**config.mk**
```make
export PLATFORM = sky130hd
export DESIGN_NAME = pipe_hazard_ctrl_flat
export DESIGN_NICKNAME = d
export VERILOG_FILES = /design/src/rtl/pipe_hazard_ctrl_pkg.sv /design/src/rtl/pipe_hazard_ctrl_if.sv /design/src/rtl/pipe_hazard_ctrl_hazard_detect.sv /design/src/rtl/pipe_hazard_ctrl.sv /design/src/flat_wrapper.sv
export SDC_FILE = /design/constraint.sdc
export NUM_CORES = 1
export LEC_CHECK = 0
export BUFFER_PORTS_ARGS = -buffer_cell sky130_fd_sc_hd__buf_4
export CORE_MARGIN = 5
export CORE_UTILIZATION = 49
export CTS_BUF_LIST = sky130_fd_sc_hd__clkbuf_4 sky130_fd_sc_hd__clkbuf_8
export CTS_CLUSTER_DIAMETER = 80
export DETAILED_ROUTE_END_ITERATION = 12
export PLACE_DENSITY = 0.83
export SLEW_MARGIN = 30
export SYNTH_ARGS = -nofsm -noshare
export SYNTH_HDL_FRONTEND = slang
export SYNTH_SLANG_ARGS = --single-unit
```
**constraint.sdc**
```tcl
create_clock -name clk -period 1.8 [get_ports clk]
set_input_delay 0 -clock clk [delete_from_list [all_inputs] [get_ports clk]]
set_output_delay 0 -clock clk [all_outputs]
set_load 0.05 [all_outputs]
```
**src/rtl/pipe_hazard_ctrl_pkg.sv**
```systemverilog
// pipe_ctrl_pkg: shared state encoding and constants for the pipeline hazard controller
package pipe_ctrl_pkg;
   typedef enum logic [1:0] {RUN = 2'd0, MEM_WAIT = 2'd1, HALT = 2'd2} state_t;
   localparam logic [4:0] REG_ZERO = 5'd0;
   localparam int DEF_MAX_WAIT = 16;
endpackage

```
**src/rtl/pipe_hazard_ctrl_if.sv**
```systemverilog
// pipe_hazard_ctrl_if: pipeline status in, stage enables/flushes out (perf counters with PIPE_PERF_EN)
interface pipe_hazard_ctrl_if;
   logic [4:0] id_rs;
   logic [4:0] id_rt;
   logic id_uses_rt;
   logic ex_memRead;
   logic [4:0] ex_regWriteAddr;
   logic ex_branch_taken;
   logic mem_req;
   logic mem_ready;
   logic pc_en;
   logic ifid_en;
   logic ifid_flush;
   logic idex_en;
   logic idex_flush;
   logic exmem_en;
   logic memwb_bubble;
   logic halted;
`ifdef PIPE_PERF_EN
   logic [31:0] perf_stall_cnt;
   logic [15:0] perf_flush_cnt;
   logic [15:0] perf_lu_cnt;
`endif
   modport master (
      output id_rs, id_rt, id_uses_rt, ex_memRead, ex_regWriteAddr, ex_branch_taken, mem_req, mem_ready,
      input pc_en, ifid_en, ifid_flush, idex_en, idex_flush, exmem_en, memwb_bubble, halted
`ifdef PIPE_PERF_EN
      , input perf_stall_cnt, perf_flush_cnt, perf_lu_cnt
`endif
   );
   modport slave (
      input id_rs, id_rt, id_uses_rt, ex_memRead, ex_regWriteAddr, ex_branch_taken, mem_req, mem_ready,
      output pc_en, ifid_en, ifid_flush, idex_en, idex_flush, exmem_en, memwb_bubble, halted
`ifdef PIPE_PERF_EN
      , output perf_stall_cnt, perf_flush_cnt, perf_lu_cnt
`endif
   );
endinterface

```
**src/rtl/pipe_hazard_ctrl_hazard_detect.sv**
```systemverilog
// hazard_detect: combinational load-use comparator between the load in EX and the sources in ID
module hazard_detect
   import pipe_ctrl_pkg::*;
(
   input logic [4:0] idRs,
   input logic [4:0] idRt,
   input logic idUsesRt,
   input logic exMemRead,
   input logic [4:0] exRegWriteAddr,
   output logic lu
);
   assign lu = exMemRead && exRegWriteAddr != REG_ZERO &&
               (exRegWriteAddr == idRs || (idUsesRt && exRegWriteAddr == idRt));
endmodule

```
**src/rtl/pipe_hazard_ctrl.sv**
```systemverilog
// pipe_hazard_ctrl: pipeline hold/flush sequencer with memory-timeout halt.
// Define PIPE_PERF_EN to add saturating stall/flush/load-use counters.
module pipe_hazard_ctrl
   import pipe_ctrl_pkg::*;
#(
   parameter int MAX_WAIT = DEF_MAX_WAIT,
   parameter int CNT_W = 8
) (
   input logic clk,
   input logic rst_n,
   pipe_hazard_ctrl_if.slave bus
);
   localparam logic [CNT_W-1:0] LAST_WAIT = CNT_W'(MAX_WAIT - 1);
   state_t state, nextState;
   logic [CNT_W-1:0] waitCnt, nextCnt;
   logic lu, hold, brSel, luSel;
   hazard_detect uHazard (
      .idRs(bus.id_rs),
      .idRt(bus.id_rt),
      .idUsesRt(bus.id_uses_rt),
      .exMemRead(bus.ex_memRead),
      .exRegWriteAddr(bus.ex_regWriteAddr),
      .lu(lu)
   );
   always_ff @(posedge clk or negedge rst_n)
      if (!rst_n) begin
         state <= RUN;
         waitCnt <= '0;
      end else begin
         state <= nextState;
         waitCnt <= nextCnt;
      end
   always_comb begin
      nextState = state;
      nextCnt = waitCnt;
      hold = 1'b0;
      case (state)
         RUN: begin
            hold = bus.mem_req && !bus.mem_ready;
            nextState = hold ? MEM_WAIT : RUN;
            nextCnt = hold ? CNT_W'(1) : '0;
         end
         MEM_WAIT: begin
            hold = !bus.mem_ready;
            nextState = bus.mem_ready ? RUN : (waitCnt == LAST_WAIT ? HALT : MEM_WAIT);
            nextCnt = bus.mem_ready ? '0 : waitCnt + CNT_W'(1);
         end
         HALT: hold = 1'b1;
         default: nextState = RUN;
      endcase
   end
   // a taken branch squashes the load-use victim, so it outranks lu
   assign brSel = !hold && bus.ex_branch_taken;
   assign luSel = !hold && !bus.ex_branch_taken && lu;
   assign bus.pc_en = rst_n && !hold && !luSel;
   assign bus.ifid_en = rst_n && !hold && !luSel;
   assign bus.ifid_flush = rst_n && brSel;
   assign bus.idex_en = rst_n && !hold;
   assign bus.idex_flush = rst_n && (brSel || luSel);
   assign bus.exmem_en = rst_n && !hold;
   assign bus.memwb_bubble = rst_n && hold;
   assign bus.halted = state == HALT;
`ifdef PIPE_PERF_EN
   logic [31:0] perfStall;
   logic [15:0] perfFlush, perfLu;
   always_ff @(posedge clk or negedge rst_n)
      if (!rst_n) begin
         perfStall <= '0;
         perfFlush <= '0;
         perfLu <= '0;
      end else begin
         if (!bus.pc_en && state != HALT && !(&perfStall)) perfStall <= perfStall + 32'd1;
         if (brSel && !(&perfFlush)) perfFlush <= perfFlush + 16'd1;
         if (luSel && !(&perfLu)) perfLu <= perfLu + 16'd1;
      end
   assign bus.perf_stall_cnt = perfStall;
   assign bus.perf_flush_cnt = perfFlush;
   assign bus.perf_lu_cnt = perfLu;
`endif
endmodule

```
**src/flat_wrapper.sv**
```systemverilog
// flat-port wrapper written by rule: the top's interface ports become plain ports
module pipe_hazard_ctrl_flat import pipe_ctrl_pkg::*;
#(
   parameter int MAX_WAIT = DEF_MAX_WAIT,
   parameter int CNT_W = 8
)
  (clk, rst_n, bus_id_rs, bus_id_rt, bus_id_uses_rt, bus_ex_memRead, bus_ex_regWriteAddr, bus_ex_branch_taken, bus_mem_req, bus_mem_ready, bus_pc_en, bus_ifid_en, bus_ifid_flush, bus_idex_en, bus_idex_flush, bus_exmem_en, bus_memwb_bubble, bus_halted);
  pipe_hazard_ctrl_if bus_i ();
  input logic clk;
  input logic rst_n;
  input wire logic [$bits(bus_i.id_rs)-1:0] bus_id_rs;
  input wire logic [$bits(bus_i.id_rt)-1:0] bus_id_rt;
  input wire logic [$bits(bus_i.id_uses_rt)-1:0] bus_id_uses_rt;
  input wire logic [$bits(bus_i.ex_memRead)-1:0] bus_ex_memRead;
  input wire logic [$bits(bus_i.ex_regWriteAddr)-1:0] bus_ex_regWriteAddr;
  input wire logic [$bits(bus_i.ex_branch_taken)-1:0] bus_ex_branch_taken;
  input wire logic [$bits(bus_i.mem_req)-1:0] bus_mem_req;
  input wire logic [$bits(bus_i.mem_ready)-1:0] bus_mem_ready;
  output wire logic [$bits(bus_i.pc_en)-1:0] bus_pc_en;
  output wire logic [$bits(bus_i.ifid_en)-1:0] bus_ifid_en;
  output wire logic [$bits(bus_i.ifid_flush)-1:0] bus_ifid_flush;
  output wire logic [$bits(bus_i.idex_en)-1:0] bus_idex_en;
  output wire logic [$bits(bus_i.idex_flush)-1:0] bus_idex_flush;
  output wire logic [$bits(bus_i.exmem_en)-1:0] bus_exmem_en;
  output wire logic [$bits(bus_i.memwb_bubble)-1:0] bus_memwb_bubble;
  output wire logic [$bits(bus_i.halted)-1:0] bus_halted;
  assign bus_i.id_rs = bus_id_rs;
  assign bus_i.id_rt = bus_id_rt;
  assign bus_i.id_uses_rt = bus_id_uses_rt;
  assign bus_i.ex_memRead = bus_ex_memRead;
  assign bus_i.ex_regWriteAddr = bus_ex_regWriteAddr;
  assign bus_i.ex_branch_taken = bus_ex_branch_taken;
  assign bus_i.mem_req = bus_mem_req;
  assign bus_i.mem_ready = bus_mem_ready;
  assign bus_pc_en = bus_i.pc_en;
  assign bus_ifid_en = bus_i.ifid_en;
  assign bus_ifid_flush = bus_i.ifid_flush;
  assign bus_idex_en = bus_i.idex_en;
  assign bus_idex_flush = bus_i.idex_flush;
  assign bus_exmem_en = bus_i.exmem_en;
  assign bus_memwb_bubble = bus_i.memwb_bubble;
  assign bus_halted = bus_i.halted;
  pipe_hazard_ctrl #(.MAX_WAIT(MAX_WAIT), .CNT_W(CNT_W)) u_core (.clk(clk), .rst_n(rst_n), .bus(bus_i));
endmodule
```
==> metrics.txt <==
status completed; Starting Density 50.3%; drt via density 5.57; Critical Path AT 1.75 ns; Compound-Gate Fraction of Synth Area 23.9%; initial DRC count 4; Synth Area in Simple Gates 16.9%; Critical Path Start u_core.state[1]; TNS Setup 0 ns; fin crit share 97.4%; worst r2r src u_core.state[1]; Syn Inst Count 80; RSZ-0062 raised after global routing false; worst-path maximum fanout 7; Synth Area in XOR/XNOR 13.2%; post-route design area 985 µm²; Hold Path Class input pin to flop; Slew HR 74.4%; wire length of the first global-routing pass 3.00 mm; HPWL Detailed 1.39 mm; PwrDens 605 nW/µm²; sw frac 29.0%; Non-Filler Instances 125; Nets 133; initial antenna violation count 0; grt ovf 0; Initial DRT Pass Iterations 4; worst-margin pin slew 0.380 ns; Logic pwr share 26.2%; DP Cell Count 118; Synth Area in Adders 1.71%; fill count 122; Syn Nets 103; Die Y 48.7 µm; Max Slew Vio Count 0; count of final setup violators 0; final WL 1.74 mm; TritonCTS Buffers 3; P_sw 0.172 mW; Int Power 0.423 mW; Crit Path Class flop to output port; latest clock arrival within the worst-skew pair 0.27 ns; dpl cell area 921 µm²; Boundary Pins 30; vias in the first global route 743; Max clock buf depth 2; ANT nets after route 0; WL met1 670 µm; post-synthesis sequential area ratio 34.2%; area of the mapped netlist 732 µm²; largest net degree at the start of global routing 13; die width 48.7 µm; Post-route DRC 0; GRT Util Overall 15.7%; Final Util 67.7%; metal2 WL 907 µm; Worst Min Path Start bus_mem_ready; Final Hold Vio Count 0; Clock Sinks 10; clock slew at the register clock pins of the worst setup and hold paths 0.07 ns; Fmax achieved 570 MHz; root buffer cell clkbuf_4; share of layout cells above drive strength 1 38.5%; antenna fix cells 0; Synth cell types 35; die area 2370 µm²; htree depth 1; Core Area 1450 µm²; Worst setup EP type output port; Max Used Layer met4; Tot Pwr 0.595 mW; R2R depth 5; WP data required 1.80 ns; Max rail drop VDD 0.340 mV; largest family of logic cells by synthesized area compound AO/OA/AOI/OAI gates; CTS tree done; yosys synthesis warning count 0; reg2reg end u_core.waitCnt[6]; Worst Hold Depth 4; clock power share 34.2%; max_cap viols 0; total number of vias 696; Final min period 1.75 ns; mux share of post-synthesis cell area 1.37%; GPL Wtd Cong 0.801; Layout area overhead 34.5%; row cnt 14; Port-buffer cells 29; WL met3 111 µm; worst clock skew 0.00494 ns; Mean Syn Cell Area 9.15 µm²; Seq cells post-synth 10; CP Launch Type flop; Hold Path Sink u_core.waitCnt[2]; drt wl/cell 14.0 µm; Sequential Power Share 39.6%; R2R Setup Slk 0.23 ns; P_leak 0.470 nW
==> state kept, by name (all words and copies together), names as in the netlist <==
signal	cells
u_core.state	2
u_core.waitCnt	8
==> synth_stat cells, drive strengths merged <==
cell type   n  share of area [%]
o21ai      11                7.5
dfrtp      10                 34
xor2       10                 12
buf         5                6.7
nor2        5                2.6
nand3       4                2.7
nand2       3                1.5
o31ai       3                3.1
a31oi       2                1.7
clkbuf      2                1.0
inv         2                1.0
nor4        2                1.7
a21boi      1                1.0
a22o        1                1.2
a32o        1                1.4
a32oi       1                1.2
a41oi       1                2.2
and2        1               0.86
and3        1               0.86
and4        1                1.2
ha          1                1.7
mux2i       1                1.4
nand2b      1               0.86
nand4       1               0.86
nor2b       1               0.86
nor3        1               0.68
o211ai      1                1.0
o21bai      1                1.0
o311a       1                1.4
o31a        1                1.2
or3b        1                1.2
or4         1                1.0
xnor2       1                1.2
==> per-stage QoR <==
step                hold WS [ns]  setup WS (ns)
CTS                       0.0777        0.00171
floorplan                 -0.296         0.0472
global placement          -0.159          0.291
global route               0.111        0.00699
finish                    0.0823         0.0464
detailed placement        -0.159          0.257
==> cell usage in the layout (no fill, tap or decap), types with 2 or more instances in the layout <==
master	Yosys	final
dfrtp_2	0	2
inv_1	2	2
o21ai_0	9	9
o21ai_1	2	2
o31ai_1	3	3
a31oi_1	2	2
nor2_1	5	5
buf_4	2	31
dfrtp_1	10	8
clkbuf_4	0	3
xor2_1	10	10
nor4_1	2	2
nand2_1	3	3
nand3_1	4	4
==> worst max-delay path, stage by stage (launching register included) <==
cell      delay (ns)
dfrtp_2         0.45
o311a_2         0.44
and2_2          0.21
o21bai_2        0.18
buf_4           0.19
==> per-layer routing <==
metal	vias up	GRT usage (%)
li1	350	-
met1	317	16.9
met2	24	26.3
met3	5	3.99
met4	0	10.8
met5	-	0
==> logic make-up after synthesis <==
kind of cell | after synthesis
XOR/XNOR | 11
AND/OR/NAND/NOR | 23
flip-flops | 10
adder cells (fa/ha/maj) | 1
multiplexers | 1
buffers and inverters | 9
AO/OA/AOI/OAI | 25
==> worst max-delay path by stage <==
stage / to / slack [ns] / depth (start not counted)
3_3_place_gp: bus_idex_flush / 0.29 / 4
6_report: bus_idex_flush / 0.05 / 4
3_5_place_dp: bus_idex_flush / 0.26 / 4
5_1_grt: bus_idex_flush / 0.007 / 4
2_1_floorplan: bus_idex_flush / 0.05 / 4
4_1_cts: bus_idex_flush / 0.002 / 4
==> timing repair <==
action,4_1_cts,5_1_grt
gates cloned,0,0
gates resized for setup,1,1
buffers inserted,0,2
hold endpoints to repair,10,0
hold buffers,1,0
endpoints found under the setup margin,1,1
==> cell type report <==
class	count	area, µm²	share of cell area, %
Clock buffer	4	36.3	3.68
Sequential cell	10	253	25.7
Timing Repair Buffer	32	243	24.7
Inverter	2	7.51	0.762
Multi-Input combinational cell	61	425	43.2
Tap cell	16	20.0	2.03
==> power groups by stage <==
stage | Combinational [mW] | Clock, mW | Sequential, mW
floorplan | 0.0962 | 0 | 0.236
global placement | 0.151 | 0 | 0.240
detailed placement | 0.155 | 0 | 0.240
CTS | 0.157 | 0.209 | 0.236
global route | 0.169 | 0.219 | 0.237
finish | 0.156 | 0.203 | 0.236
(Power assumes the default switching activity.)
